<file path="config.mk">
export PLATFORM = sky130hd
export DESIGN_NAME = jtag_top
export DESIGN_NICKNAME = d
export VERILOG_FILES = /design/src/rtl/jtag_pkg.sv /design/src/rtl/jtag_tap_fsm.sv /design/src/rtl/jtag_top.sv
export SDC_FILE = /design/constraint.sdc
export NUM_CORES = 1
export LEC_CHECK = 0
export CORE_MARGIN = 1
export CORE_UTILIZATION = 66
export CTS_BUF_LIST = sky130_fd_sc_hd__clkbuf_8
export DETAILED_ROUTE_END_ITERATION = 8
export GPL_TIMING_DRIVEN = 1
export PLACE_DENSITY = 0.87
export SETUP_SLACK_MARGIN = 0.1
export SYNTH_ARGS = -nofsm -noshare
export SYNTH_HDL_FRONTEND = slang
export SYNTH_HIERARCHICAL = 1
export SYNTH_SLANG_ARGS = --single-unit
</file>
<file path="constraint.sdc">
create_clock -name iTck -period 3.2 [get_ports iTck]
set_input_delay 0.8 -clock iTck [delete_from_list [all_inputs] [get_ports iTck]]
set_output_delay 0.8 -clock iTck [all_outputs]
set_load 0.01 [all_outputs]
</file>
<file path="src/rtl/jtag_pkg.sv">
// Shared TAP definitions: state encoding, opcodes, register widths and constants.
package jtag_pkg;

  localparam int unsigned IR_W  = 4;
  localparam int unsigned ID_W  = 32;
  localparam int unsigned CFG_W = 8;

  typedef enum logic [3:0] {
    TEST_LOGIC_RESET = 4'd0,
    RUN_TEST_IDLE    = 4'd1,
    SELECT_DR        = 4'd2,
    CAPTURE_DR       = 4'd3,
    SHIFT_DR         = 4'd4,
    EXIT1_DR         = 4'd5,
    PAUSE_DR         = 4'd6,
    EXIT2_DR         = 4'd7,
    UPDATE_DR        = 4'd8,
    SELECT_IR        = 4'd9,
    CAPTURE_IR       = 4'd10,
    SHIFT_IR         = 4'd11,
    EXIT1_IR         = 4'd12,
    PAUSE_IR         = 4'd13,
    EXIT2_IR         = 4'd14,
    UPDATE_IR        = 4'd15
  } tap_state_e;

  localparam logic [IR_W-1:0]  OP_BYPASS  = 4'b0001;
  localparam logic [IR_W-1:0]  OP_IDCODE  = 4'b0010;
  localparam logic [IR_W-1:0]  OP_CONFIG  = 4'b0100;
  localparam logic [IR_W-1:0]  IR_CAPTURE = 4'b0001;

  localparam logic [ID_W-1:0]  IDCODE_VAL = 32'h1234_5001;
  localparam logic [CFG_W-1:0] SYNC_WORD  = 8'hF0;

  // Unknown opcodes collapse to BYPASS so the active instruction is always one of three.
  function automatic logic [IR_W-1:0] decode_ir(input logic [IR_W-1:0] code);
    if (code == OP_IDCODE || code == OP_CONFIG) begin
      return code;
    end
    return OP_BYPASS;
  endfunction

endpackage

</file>
<file path="src/rtl/jtag_tap_fsm.sv">
// IEEE 1149.1 TAP controller.
// Ports: iTck (clock), iTrst (sync active-high reset), iTms (mode select),
//        oState (current TAP state, registered).
module jtag_tap_fsm
  import jtag_pkg::*;
(
  input  logic       iTck,
  input  logic       iTrst,
  input  logic       iTms,
  output tap_state_e oState
);

  tap_state_e state_q;
  tap_state_e state_d;

  // Standard TMS-driven next-state table.
  always_comb begin
    state_d = state_q;
    unique case (state_q)
      TEST_LOGIC_RESET: state_d = iTms ? TEST_LOGIC_RESET : RUN_TEST_IDLE;
      RUN_TEST_IDLE:    state_d = iTms ? SELECT_DR        : RUN_TEST_IDLE;
      SELECT_DR:        state_d = iTms ? SELECT_IR        : CAPTURE_DR;
      CAPTURE_DR:       state_d = iTms ? EXIT1_DR         : SHIFT_DR;
      SHIFT_DR:         state_d = iTms ? EXIT1_DR         : SHIFT_DR;
      EXIT1_DR:         state_d = iTms ? UPDATE_DR        : PAUSE_DR;
      PAUSE_DR:         state_d = iTms ? EXIT2_DR         : PAUSE_DR;
      EXIT2_DR:         state_d = iTms ? UPDATE_DR        : SHIFT_DR;
      UPDATE_DR:        state_d = iTms ? SELECT_DR        : RUN_TEST_IDLE;
      SELECT_IR:        state_d = iTms ? TEST_LOGIC_RESET : CAPTURE_IR;
      CAPTURE_IR:       state_d = iTms ? EXIT1_IR         : SHIFT_IR;
      SHIFT_IR:         state_d = iTms ? EXIT1_IR         : SHIFT_IR;
      EXIT1_IR:         state_d = iTms ? UPDATE_IR        : PAUSE_IR;
      PAUSE_IR:         state_d = iTms ? EXIT2_IR         : PAUSE_IR;
      EXIT2_IR:         state_d = iTms ? UPDATE_IR        : SHIFT_IR;
      UPDATE_IR:        state_d = iTms ? SELECT_DR        : RUN_TEST_IDLE;
      default:          state_d = TEST_LOGIC_RESET;
    endcase
  end

  always_ff @(posedge iTck) begin
    if (iTrst) begin
      state_q <= TEST_LOGIC_RESET;
    end else begin
      state_q <= state_d;
    end
  end

  assign oState = state_q;

endmodule

</file>
<file path="src/rtl/jtag_top.sv">
// JTAG TAP with BYPASS / IDCODE / CONFIG data registers and a sync-word gated
// configuration write port.
// Ports: iTck, iTrst (sync active-high reset), iTms, iTdi, iDesync (clears sync),
//        oTdo / oTdoEnable (falling-edge serial out), oWrEn (1-cycle strobe),
//        oCfgData (last accepted config word).
module jtag_top
  import jtag_pkg::*;
(
  input  logic             iTck,
  input  logic             iTrst,
  input  logic             iTms,
  input  logic             iTdi,
  input  logic             iDesync,
  output logic             oTdo,
  output logic             oTdoEnable,
  output logic             oWrEn,
  output logic [CFG_W-1:0] oCfgData
);

  tap_state_e state;

  jtag_tap_fsm u_tap_fsm (
    .iTck   (iTck),
    .iTrst  (iTrst),
    .iTms   (iTms),
    .oState (state)
  );

  logic [IR_W-1:0]  ir_shift_q,  ir_shift_d;
  logic [IR_W-1:0]  ir_q,        ir_d;
  logic             bypass_q,    bypass_d;
  logic [ID_W-1:0]  idcode_q,    idcode_d;
  logic [CFG_W-1:0] cfg_dr_q,    cfg_dr_d;
  logic             sync_q,      sync_d;
  logic [CFG_W-1:0] cfg_data_q,  cfg_data_d;
  logic             wr_en_q,     wr_en_d;
  logic             tdo_q,       tdo_d;
  logic             tdo_en_q,    tdo_en_d;

  // Instruction, data register and config-sync next-state logic.
  always_comb begin
    ir_shift_d = ir_shift_q;
    ir_d       = ir_q;
    bypass_d   = bypass_q;
    idcode_d   = idcode_q;
    cfg_dr_d   = cfg_dr_q;
    sync_d     = sync_q;
    cfg_data_d = cfg_data_q;
    wr_en_d    = 1'b0;

    unique case (state)
      TEST_LOGIC_RESET: begin
        ir_d   = OP_IDCODE;
        sync_d = 1'b0;
      end
      CAPTURE_IR: ir_shift_d = IR_CAPTURE;
      SHIFT_IR:   ir_shift_d = {iTdi, ir_shift_q[IR_W-1:1]};
      UPDATE_IR:  ir_d       = decode_ir(ir_shift_q);
      CAPTURE_DR: begin
        // CONFIG deliberately keeps its contents across capture.
        if (ir_q == OP_IDCODE) begin
          idcode_d = IDCODE_VAL;
        end else if (ir_q != OP_CONFIG) begin
          bypass_d = 1'b0;
        end
      end
      SHIFT_DR: begin
        if (ir_q == OP_IDCODE) begin
          idcode_d = {iTdi, idcode_q[ID_W-1:1]};
        end else if (ir_q == OP_CONFIG) begin
          cfg_dr_d = {iTdi, cfg_dr_q[CFG_W-1:1]};
        end else begin
          bypass_d = iTdi;
        end
      end
      UPDATE_DR: begin
        if (ir_q == OP_CONFIG && !iDesync) begin
          if (sync_q) begin
            cfg_data_d = cfg_dr_q;
            wr_en_d    = 1'b1;
          end else if (cfg_dr_q == SYNC_WORD) begin
            sync_d = 1'b1;
          end
        end
      end
      default: ;
    endcase

    // Desync overrides any sync or write decision made above.
    if (iDesync) begin
      sync_d = 1'b0;
    end
  end

  // Serial output mux; forced low outside the shift states and while in reset.
  always_comb begin
    tdo_d    = 1'b0;
    tdo_en_d = 1'b0;
    if (!iTrst) begin
      if (state == SHIFT_IR) begin
        tdo_d    = ir_shift_q[0];
        tdo_en_d = 1'b1;
      end else if (state == SHIFT_DR) begin
        tdo_en_d = 1'b1;
        if (ir_q == OP_IDCODE) begin
          tdo_d = idcode_q[0];
        end else if (ir_q == OP_CONFIG) begin
          tdo_d = cfg_dr_q[0];
        end else begin
          tdo_d = bypass_q;
        end
      end
    end
  end

  always_ff @(posedge iTck) begin
    if (iTrst) begin
      ir_shift_q <= IR_CAPTURE;
      ir_q       <= OP_IDCODE;
      bypass_q   <= 1'b0;
      idcode_q   <= '0;
      cfg_dr_q   <= '0;
      sync_q     <= 1'b0;
      cfg_data_q <= '0;
      wr_en_q    <= 1'b0;
    end else begin
      ir_shift_q <= ir_shift_d;
      ir_q       <= ir_d;
      bypass_q   <= bypass_d;
      idcode_q   <= idcode_d;
      cfg_dr_q   <= cfg_dr_d;
      sync_q     <= sync_d;
      cfg_data_q <= cfg_data_d;
      wr_en_q    <= wr_en_d;
    end
  end

  // TDO launches on the falling edge so the host can sample it on the next rising edge.
  always_ff @(negedge iTck) begin
    tdo_q    <= tdo_d;
    tdo_en_q <= tdo_en_d;
  end

  assign oTdo       = tdo_q;
  assign oTdoEnable = tdo_en_q;
  assign oWrEn      = wr_en_q;
  assign oCfgData   = cfg_data_q;

endmodule

</file>
==> metrics <==
status complete, no violations; post-synth cell types 54; Initial Utilization between 60% and 70%; Sw Pwr a little under 0.4 mW; most frequent cells in the layout 64 x dfxtp_1, 51 x nor2_1, 22 x a22oi_1, 20 x nand2b_1, 18 x nand2_1; number of enable flip-flop cells after synthesis 0; # fillers 295; initial drt markers approximately 180; CP peak stage delay 300 ps; stages on the worst setup path 1; CTS Sinks 65; synth warn 6; post-synthesis net count 312; Critical path buffers and inverters 1; slowest CP cell dfxtp_2; synth-to-layout area growth 12.67%; Hold Vio Cnt, Final 0; max cap viols 0; die area roughly 4500 µm²; post-detail-place hpwl approximately 3300 µm; drt pass-1 iters 4; worst min path class flip-flop to flip-flop; Leakage ~1.2 nW; Chip Width a little under 70 µm; internal power roughly 1.3 mW; sequential share of the synthesized area approximately 46%; Synth Flop Type dfxtp_1; CP delay by family, top flip-flops; commonest non-fill, non-tap cell in the layout dfxtp_1; Tot Pwr approximately 1.7 mW; RSZ-0062 raised after global routing yes; first-pass GRT wire length ~9000 µm; Final Worst Setup Slack ~11 ps; pre-CTS worst setup slack -20.34 ps; antenna cells 0; CORE AREA between 4000 and 5000 µm²; cell chain of the critical path buf_6; CTS Hold Buffers Added 0; Crit path required time between 2000 and 2500 ps; CTS tree done; Comb power frac about 5.7%; Worst Tran Pin Value roughly 660 ps; Vias/cell approximately 5.9; final RePlAce weighted congestion 0.7914; Synth Register Bits 65; final wirelength 5303 µm; hold path depth 2; critical path class flip-flop to primary output; Setup crit start kind flip-flop; synthesized area between 2000 and 3000 µm²; IO Count 16; Cells after Synth between 300 and 400; total track usage about a quarter; std cell rows 23; Post-Syn Area per Cell between 9 and 10 µm²; VDD IR max ~0.59 mV; Max Buffers Root-to-Sink 2; Final Util about four fifths; H-tree depth 3; via count 2246; worst path arrival time about 2400 ps; number of global-route vias before repair between 1500 and 2000; Nets 330; largest net degree at the start of global routing 54; GR Overflow Total 0; DRC viols 0; Reg clk slew, reported paths roughly 70 ps; clk_skew 39.89 ps; Routed Antenna Nets 0; clock latency on the worst-skew pair ~380 ps; switching share of power around 23%; pwr dens between 500 and 600 nW/µm²; Die H 67.43 µm; Async SR Flop Fraction 0%; layout cells sized above 1 14.55%; root buf cell clkbuf_8; Final Setup Violations 0; FF-to-FF path depth 4; antenna violations before repair 0; Worst Setup End Kind primary output; PortBufs 15; DR WL/cell 13.96 µm; slew margin rel. 55.88%; Slew Viols, Final 0; worst-path fanout max 1; CTS Buf Count 9; Clock Power Share 46.2%; Seq pwr share 48.1%
-- metrics by stage --
stage               cell area (µm²)  TNS [ps]  instances  hold WS (ps)
floorplan                      2825         0        307         444.0
global placement               2955    -27.60        363         459.1
detailed placement             2955    -29.90        363         463.5
CTS                            3176    -1.017        380         476.8
global route                   3183    -28.15        380         496.2
finish                         3183         0        380         474.6
-- path summary, 6_finish.rpt --
| kind | start | end | slack [ps] |
|---|---|---|---|
| worst max register to register | ir_q[3]$_SDFFE_PP0P_ | oTdo$_SDFF_NP0_ | 230 |
| worst min-delay path | sync_q$_SDFFE_PP0P_ | oWrEn$_SDFF_PP0_ | 470 |
| worst min register to register | sync_q$_SDFFE_PP0P_ | oWrEn$_SDFF_PP0_ | 470 |
| worst max-delay path | oTdo$_SDFF_NP0_ | oTdo | 10 |
-- final cells by class --
type | count | area, µm² | area share [%]
Sequential cell | 65 | 1303 | 40.92
Tap cell | 50 | 62.56 | 1.965
Timing Repair Buffer | 29 | 246.5 | 7.744
Clock inverter | 8 | 96.34 | 3.027
Multi-Input combinational cell | 214 | 1323 | 41.55
Inverter | 4 | 15.01 | 0.4717
Clock buffer | 10 | 137.6 | 4.324
-- state kept, by name, indices dropped and copies added (netlist names) --
| signal | count |
|---|---|
| bypass_q | 1 |
| cfg_dr_q | 8 |
| idcode_q | 32 |
| ir_q | 4 |
| ir_shift_q | 4 |
| oCfgData | 8 |
| oTdo | 1 |
| oTdoEnable | 1 |
| oWrEn | 1 |
| sync_q | 1 |
| u_tap_fsm/oState | 4 |
-- cells by family after synthesis --
group / synth area share [%]
xor gates and xnor gates: 0.9302
buffers and inverters: 7.130
and+or+nand+nor: 26.62
AOI/OAI and AO/OA: 16.43
DFF: 46.06
muxes: 2.834
-- worst min-delay path: cells and delay by family (launching register included) --
family | cells | cell delay (ps)
DFF | 1 | 310
and+or+nand+nor | 2 | 120
-- cell usage after synthesis (2+ instances only) --
master,instances,share of area (%)
dfxtp_1,65,46
o211ai_1,4,1.1
nand2_1,18,2.4
nor4b_1,2,0.62
nand2b_1,20,4.4
or4b_4,2,0.97
nor2b_1,2,0.44
o221ai_1,2,0.62
a22oi_2,2,0.89
nor3_1,12,2.1
buf_2,6,1.1
inv_1,5,0.66
xnor2_1,2,0.62
mux2i_1,8,2.8
a211oi_1,2,0.53
buf_8,2,1.1
nor3b_1,4,1.1
a22oi_1,22,5.8
nor2_1,51,6.8
clkbuf_1,6,0.80
a21oi_1,17,3.0
nor4_1,3,0.66
a32oi_1,2,0.62
clkbuf_8,2,0.97
nand3_1,13,2.3
buf_6,5,2.0
-- repair_timing --
item                       in CTS  in global routing
pin swaps                       0                  0
resized for setup               8                  2
setup endpoints to repair       2                  2
cloned                          0                  0
setup buffers                   0                  0
-- power by group through the flow --
stage	Sequential, mW	Clock [mW]	Combinational (mW)
floorplan	0.842	0.00587	0.0810
global placement	0.841	0.00587	0.0944
detailed placement	0.842	0.00587	0.0956
CTS	0.823	0.801	0.0961
global route	0.824	0.833	0.108
finish	0.823	0.791	0.0970
-- layer usage --
layer / up-vias / share of wire [%] / global-route usage (%)
li1: 1121 / - / -
met1: 1051 / 47 / 33.47
met2: 64 / 48 / 40.50
met3: 10 / 3.9 / 6.419
met4: 0 / 1.8 / 13.83
met5: - / 0 / 0
No activity file was read; power rests on OpenSTA's default activity.
